## config.mk

```make
export PLATFORM = sky130hd
export DESIGN_NAME = mantle_concat_stream
export DESIGN_NICKNAME = d
export VERILOG_FILES = /design/src/rtl/mantle_concat_stream.sv
export SDC_FILE = /design/constraint.sdc
export NUM_CORES = 1
export LEC_CHECK = 0
export BUFFER_PORTS_ARGS = -buffer_cell sky130_fd_sc_hd__buf_2
export CAP_MARGIN = 10
export CORE_UTILIZATION = 30
export DETAILED_ROUTE_END_ITERATION = 6
export HOLD_SLACK_MARGIN = 0.1
export PLACE_DENSITY = 0.58
export REMOVE_ABC_BUFFERS = 1
export SLEW_MARGIN = 5
export SYNTH_ARGS = -nofsm -noshare
export SYNTH_HDL_FRONTEND = slang
export SYNTH_SLANG_ARGS = --single-unit
```

## constraint.sdc

```tcl
create_clock -name CLK -period 1.65 [get_ports CLK]
set_input_delay 0.165 -clock CLK [delete_from_list [all_inputs] [get_ports CLK]]
set_output_delay 0.165 -clock CLK [all_outputs]
set_load 0.01 [all_outputs]
```

## src/rtl/mantle_concat_stream.sv

```systemverilog
`default_nettype none
// ============================================================================
// Module      : mantle_concat_stream
// Description : Merges two ready/valid word streams into packets of N1 words
//               from in1 followed by N2 words from in2. Each output word is
//               tagged with its packet index, and the final word is flagged.
//               A counter tracks completed packets.
// Revision    : 1.0 - initial release
// ============================================================================
module mantle_concat_stream #(
    parameter int WIDTH = 32,
    parameter int N1    = 9,
    parameter int N2    = 6,
    parameter int CNT_W = 16
) (
    input  logic             CLK,
    input  logic             RESET,
    input  logic             in1_valid,
    output logic             in1_ready,
    input  logic [WIDTH-1:0] in1_data,
    input  logic             in2_valid,
    output logic             in2_ready,
    input  logic [WIDTH-1:0] in2_data,
    output logic             out_valid,
    input  logic             out_ready,
    output logic [WIDTH-1:0] out_data,
    output logic             out_last,
    output logic [10:0]      out_idx,
    output logic [CNT_W-1:0] pkt_count
);

    // The word counter must span the larger segment; a 1-word segment still
    // needs one bit so the counter is never zero-width.
    localparam int C_MAXN   = (N1 > N2) ? N1 : N2;
    localparam int C_WCNT_W = (C_MAXN > 1) ? $clog2(C_MAXN) : 1;

    localparam logic [C_WCNT_W-1:0] C_N1_LAST = C_WCNT_W'(N1 - 1);
    localparam logic [C_WCNT_W-1:0] C_N2_LAST = C_WCNT_W'(N2 - 1);
    localparam logic [10:0]         C_N1_IDX  = 11'(N1);

    typedef enum logic [0:0] {
        SEL1 = 1'b0,
        SEL2 = 1'b1
    } state_t;

    state_t              r_state;
    logic [C_WCNT_W-1:0] r_wcnt;
    logic                r_out_valid;
    logic [WIDTH-1:0]    r_out_data;
    logic                r_out_last;
    logic [10:0]         r_out_idx;
    logic [CNT_W-1:0]    r_pkt_count;

    logic             w_pipe_ready;
    logic             w_acc1;
    logic             w_acc2;
    logic             w_accept;
    logic             w_seg_end;
    logic [WIDTH-1:0] w_sel_data;
    logic [10:0]      w_next_idx;

    // The output register can take a new word when empty or being drained.
    // Readies are held low during reset so no handshake straddles it.
    assign w_pipe_ready = !r_out_valid || out_ready;
    assign in1_ready    = (r_state == SEL1) && w_pipe_ready && !RESET;
    assign in2_ready    = (r_state == SEL2) && w_pipe_ready && !RESET;

    assign w_acc1     = in1_valid && in1_ready;
    assign w_acc2     = in2_valid && in2_ready;
    assign w_accept   = w_acc1 || w_acc2;
    assign w_seg_end  = (r_state == SEL1) ? (r_wcnt == C_N1_LAST) : (r_wcnt == C_N2_LAST);
    assign w_sel_data = (r_state == SEL1) ? in1_data : in2_data;
    assign w_next_idx = (r_state == SEL1) ? 11'(r_wcnt) : (C_N1_IDX + 11'(r_wcnt));

    // Segment sequencer: advance the word count on each accepted word and
    // switch sources after the last word of the current segment.
    always_ff @(posedge CLK) begin
        if (RESET) begin
            r_state <= SEL1;
            r_wcnt  <= '0;
        end else if (w_accept) begin
            if (w_seg_end) begin
                r_state <= (r_state == SEL1) ? SEL2 : SEL1;
                r_wcnt  <= '0;
            end else begin
                r_wcnt  <= r_wcnt + C_WCNT_W'(1);
            end
        end
    end

    // Output register: load on accept, hold under backpressure, and drop
    // valid once the word has been taken with nothing new behind it.
    always_ff @(posedge CLK) begin
        if (RESET) begin
            r_out_valid <= 1'b0;
            r_out_data  <= '0;
            r_out_last  <= 1'b0;
            r_out_idx   <= '0;
        end else if (w_accept) begin
            r_out_valid <= 1'b1;
            r_out_data  <= w_sel_data;
            r_out_last  <= (r_state == SEL2) && (r_wcnt == C_N2_LAST);
            r_out_idx   <= w_next_idx;
        end else if (r_out_valid && out_ready) begin
            r_out_valid <= 1'b0;
        end
    end

    // Completed-packet counter, bumped when the flagged final word leaves.
    always_ff @(posedge CLK) begin
        if (RESET) begin
            r_pkt_count <= '0;
        end else if (r_out_valid && out_ready && r_out_last) begin
            r_pkt_count <= r_pkt_count + CNT_W'(1);
        end
    end

    assign out_valid = r_out_valid;
    assign out_data  = r_out_data;
    assign out_last  = r_out_last;
    assign out_idx   = r_out_idx;
    assign pkt_count = r_pkt_count;

endmodule
`default_nettype wire

```

==> flow_metrics.env <==
export IMPL_status="finished, final reports clean"
export IMPL_nFillCells=881
export IMPL_cts_made_buffers=9
export IMPL_vias_per_cell=4.725
export IMPL_finalCritPeriodShare_pct=93.75
export IMPL_clock_sinks=60
export IMPL_area_growth_pct=37.29
export IMPL_ys_ff_latch=60
export IMPL_cp_slowest_stage_delay_ns=0.38
export IMPL_cts_tree="done"
export IMPL_ys_types=34
export IMPL_die_w_um=97.53
export IMPL_crit_chain="ha_1 > nand4_1 > buf_4 > nor3_1 > xnor2_1 > nor2_1"
export IMPL_dp_cells=532
export IMPL_finalSetupViolCount=0
export IMPL_grt_max_degree=62
export IMPL_regArea_sq_um=1204
export IMPL_die_area_sq_um=9511
export IMPL_hold_slack_ns=0.1302
export IMPL_startpoint_type="flip-flop"
export IMPL_insertion_delay_ns=0.33
export IMPL_root_buffer="clkbuf_8"
export IMPL_grt_ovfl_total=0
export IMPL_clock_fmax_mhz=646.5
export IMPL_timing_setup_tns_ns=0
export IMPL_num_io_pins=132
export IMPL_synthCells=304
export IMPL_min_period_ns=1.547
export IMPL_crit_required_ns=1.86
export IMPL_rows=34
export IMPL_io_buffer_count=125
export IMPL_cp_end_kind="flip-flop"
export IMPL_initialDrtViolationCount=67
export IMPL_gp_congestion=0.8178
export IMPL_nNetsFinal=509
export IMPL_drt_wl_total_um=6629
export IMPL_core_region_area_sq_um=8763
export IMPL_grt_total_usage_pct=14.53
export IMPL_hpwl_um=4825
export IMPL_yosysSeqAreaShare_pct=43.88
export IMPL_dpl_instance_area_sq_um=3560
export IMPL_cts_hold_buf=0
export IMPL_grt_pass1_vias=2396
export IMPL_crit_type="flip-flop to flip-flop"
export IMPL_clk_pin_slew_worst_paths_ns=0.07
export IMPL_synth_area_per_cell_sq_um=9.005
export IMPL_crit_family="simple AND/OR/NAND/NOR gates"
export IMPL_drive_gt1_share_pct=36.73
export IMPL_drt_first_pass_iters=4
export IMPL_ir_drop_uv=439.7
export IMPL_ant_nets=0
export IMPL_die_h_um=97.53
export IMPL_critPathArrivalTime_ns=1.76
export IMPL_max_cap_violations=0
export IMPL_multiInputGateArea_sq_um=1423
export IMPL_post_drt_wl_per_cell_um=12.07
export IMPL_drc=0
export IMPL_yosys_warnings=0
export IMPL_antenna_found_initial=0
export IMPL_clock_skew_ns=0.009055
export IMPL_cp_num_buf_inv=1
export IMPL_min_path_type="input pin to flip-flop"
export IMPL_rsz0062_at_grt="no"
export IMPL_initial_core_util_pct=31.24
export IMPL_p_leak_nw=1.576
export IMPL_final_area_sq_um=3759
export IMPL_drv_slew=0
export IMPL_diodes=0
export IMPL_cpMaxStageDelayCell="dfxtp_1"
export IMPL_fin_cells=549
export IMPL_clockBufferDepth=2
export IMPL_htree_levels=3
export IMPL_cellPowerDensity_nw_per_um2=849.2
export IMPL_synth_cell_area_sq_um=2738
export IMPL_via_count=2594
export IMPL_hold_viol=0
export IMPL_grt_pass1_wl_um=11200
export IMPL_worstPathMaxFanout=5
[routing by layer]
metal / up-vias / track usage, % / routed length, um
met4: 0 / 4.072 / 61
met5: - / 0 / 0
li1: 1344 / - / -
met1: 1157 / 18.83 / 3181
met3: 4 / 5.468 / 439
met2: 89 / 22.49 / 2948
[cell families (layout without fill, tap and decap cells)]
group	count (synthesis)	in the layout	share of synthesized area, %
simple gates	103	103	17.96
flops	60	60	43.88
compound gates	59	59	14.40
mux	35	35	12.80
buf+inv	30	162	5.164
xor+xnor	12	12	3.839
fa+ha+maj	4	4	1.828
other cells	1	6	0.1370
[power by group]
| part | internal (W) | switching (W) |
|---|---|---|
| combinational | 0.000185 | 0.000203 |
| clock | 0.000690 | 0.000562 |
| sequential | 0.00152 | 0.0000360 |
[metrics by stage]
stage / setup slack, ns / power [W] / util [%]
floorplan: -2.880 / 0.001758 / -
global route: 0.004234 / 0.003369 / 42.89
finish: 0.1031 / 0.003192 / 42.89
CTS: 0.06897 / 0.003251 / 42.75
global placement: 0.1687 / 0.001969 / 40.62
detailed placement: 0.08287 / 0.001976 / 40.62
[area by class of cell]
type / instances / area share [%]
sequential: 60 / 32.02
multi-input combinational: 219 / 37.85
inverter: 3 / 0.2996
clock buffer: 11 / 3.495
clock inverter: 5 / 1.398
tap: 108 / 3.595
timing repair buffer: 143 / 21.34
[final timing paths]
check	start	to	slack (ns)	cells past startpoint
min reg2reg	out_idx[4]$_SDFFE_PP0P_	out_idx[4]$_SDFFE_PP0P_	0.47	2
max	pkt_count[1]$_SDFFE_PP0P_	pkt_count[10]$_SDFFE_PP0P_	0.10	6
min	RESET	r_state$_SDFFE_PP0P_	0.13	2
max reg2reg	pkt_count[1]$_SDFFE_PP0P_	pkt_count[10]$_SDFFE_PP0P_	0.10	6
[state kept, by name (all words and copies together), names as in the netlist]
register and cells:
out_last 1, r_state 1, pkt_count 16, out_idx 5
out_data 32, r_wcnt 4, out_valid 1
[cell usage in the layout (no fill, tap or decap), types with 3 or more instances in the layout]
cell / instances
a211oi_1: 36
a21oi_1: 13
buf_12: 3
buf_2: 125
buf_4: 14
clkbuf_8: 9
clkinv_2: 3
conb_1: 6
dfxtp_1: 58
ha_1: 4
inv_1: 3
mux2i_1: 35
nand2_1: 14
nand3_1: 8
nand4_1: 4
nor2_1: 51
nor3_1: 4
nor4_1: 3
o21ai_0: 7
or3_1: 8
xnor2_1: 8
xor2_1: 4
[repair_timing]
| action | 4_1_cts | 5_1_grt |
|---|---|---|
| gates resized for setup | 1 | 2 |
| cloned | 0 | 0 |
| buffers inserted | 0 | 1 |
| endpoints found under the setup margin | 2 | 5 |
[cells in the mapped netlist]
| cell | count | area (sq um) |
|---|---|---|
| nand4b_1 | 1 | 8.760 |
| mux2i_1 | 35 | 350.3 |
| nor2b_1 | 1 | 6.260 |
| nor2_1 | 51 | 191.4 |
| dfxtp_1 | 60 | 1201 |
| o31ai_1 | 1 | 7.510 |
| and4_1 | 2 | 17.52 |
| o32ai_1 | 1 | 8.760 |
| conb_1 | 1 | 3.750 |
| xnor2_1 | 8 | 70.07 |
| nand3_2 | 1 | 10.01 |
| a211oi_1 | 36 | 270.3 |
| nand3_1 | 8 | 40.04 |
| nand4_1 | 4 | 25.02 |
| inv_1 | 3 | 11.26 |
| buf_1 | 4 | 15.01 |
| buf_2 | 5 | 25.02 |
| nor3_2 | 1 | 10.01 |
| nor4_1 | 3 | 18.77 |
| or4_1 | 1 | 7.510 |
| nor4bb_1 | 1 | 10.01 |
| clkbuf_1 | 12 | 45.04 |
| nand2b_1 | 1 | 6.260 |
| ha_1 | 4 | 50.05 |
| nor3_1 | 4 | 20.02 |
| xor2_1 | 4 | 35.03 |
| a21oi_1 | 13 | 65.06 |
| or3_1 | 8 | 50.05 |
| buf_4 | 6 | 45.04 |
| nand2_1 | 14 | 52.55 |
| nor3b_1 | 1 | 7.510 |
| a21o_1 | 1 | 7.510 |
| o21ai_0 | 7 | 35.03 |
| and4b_1 | 1 | 10.01 |
Power figures use the tool's default switching activity.
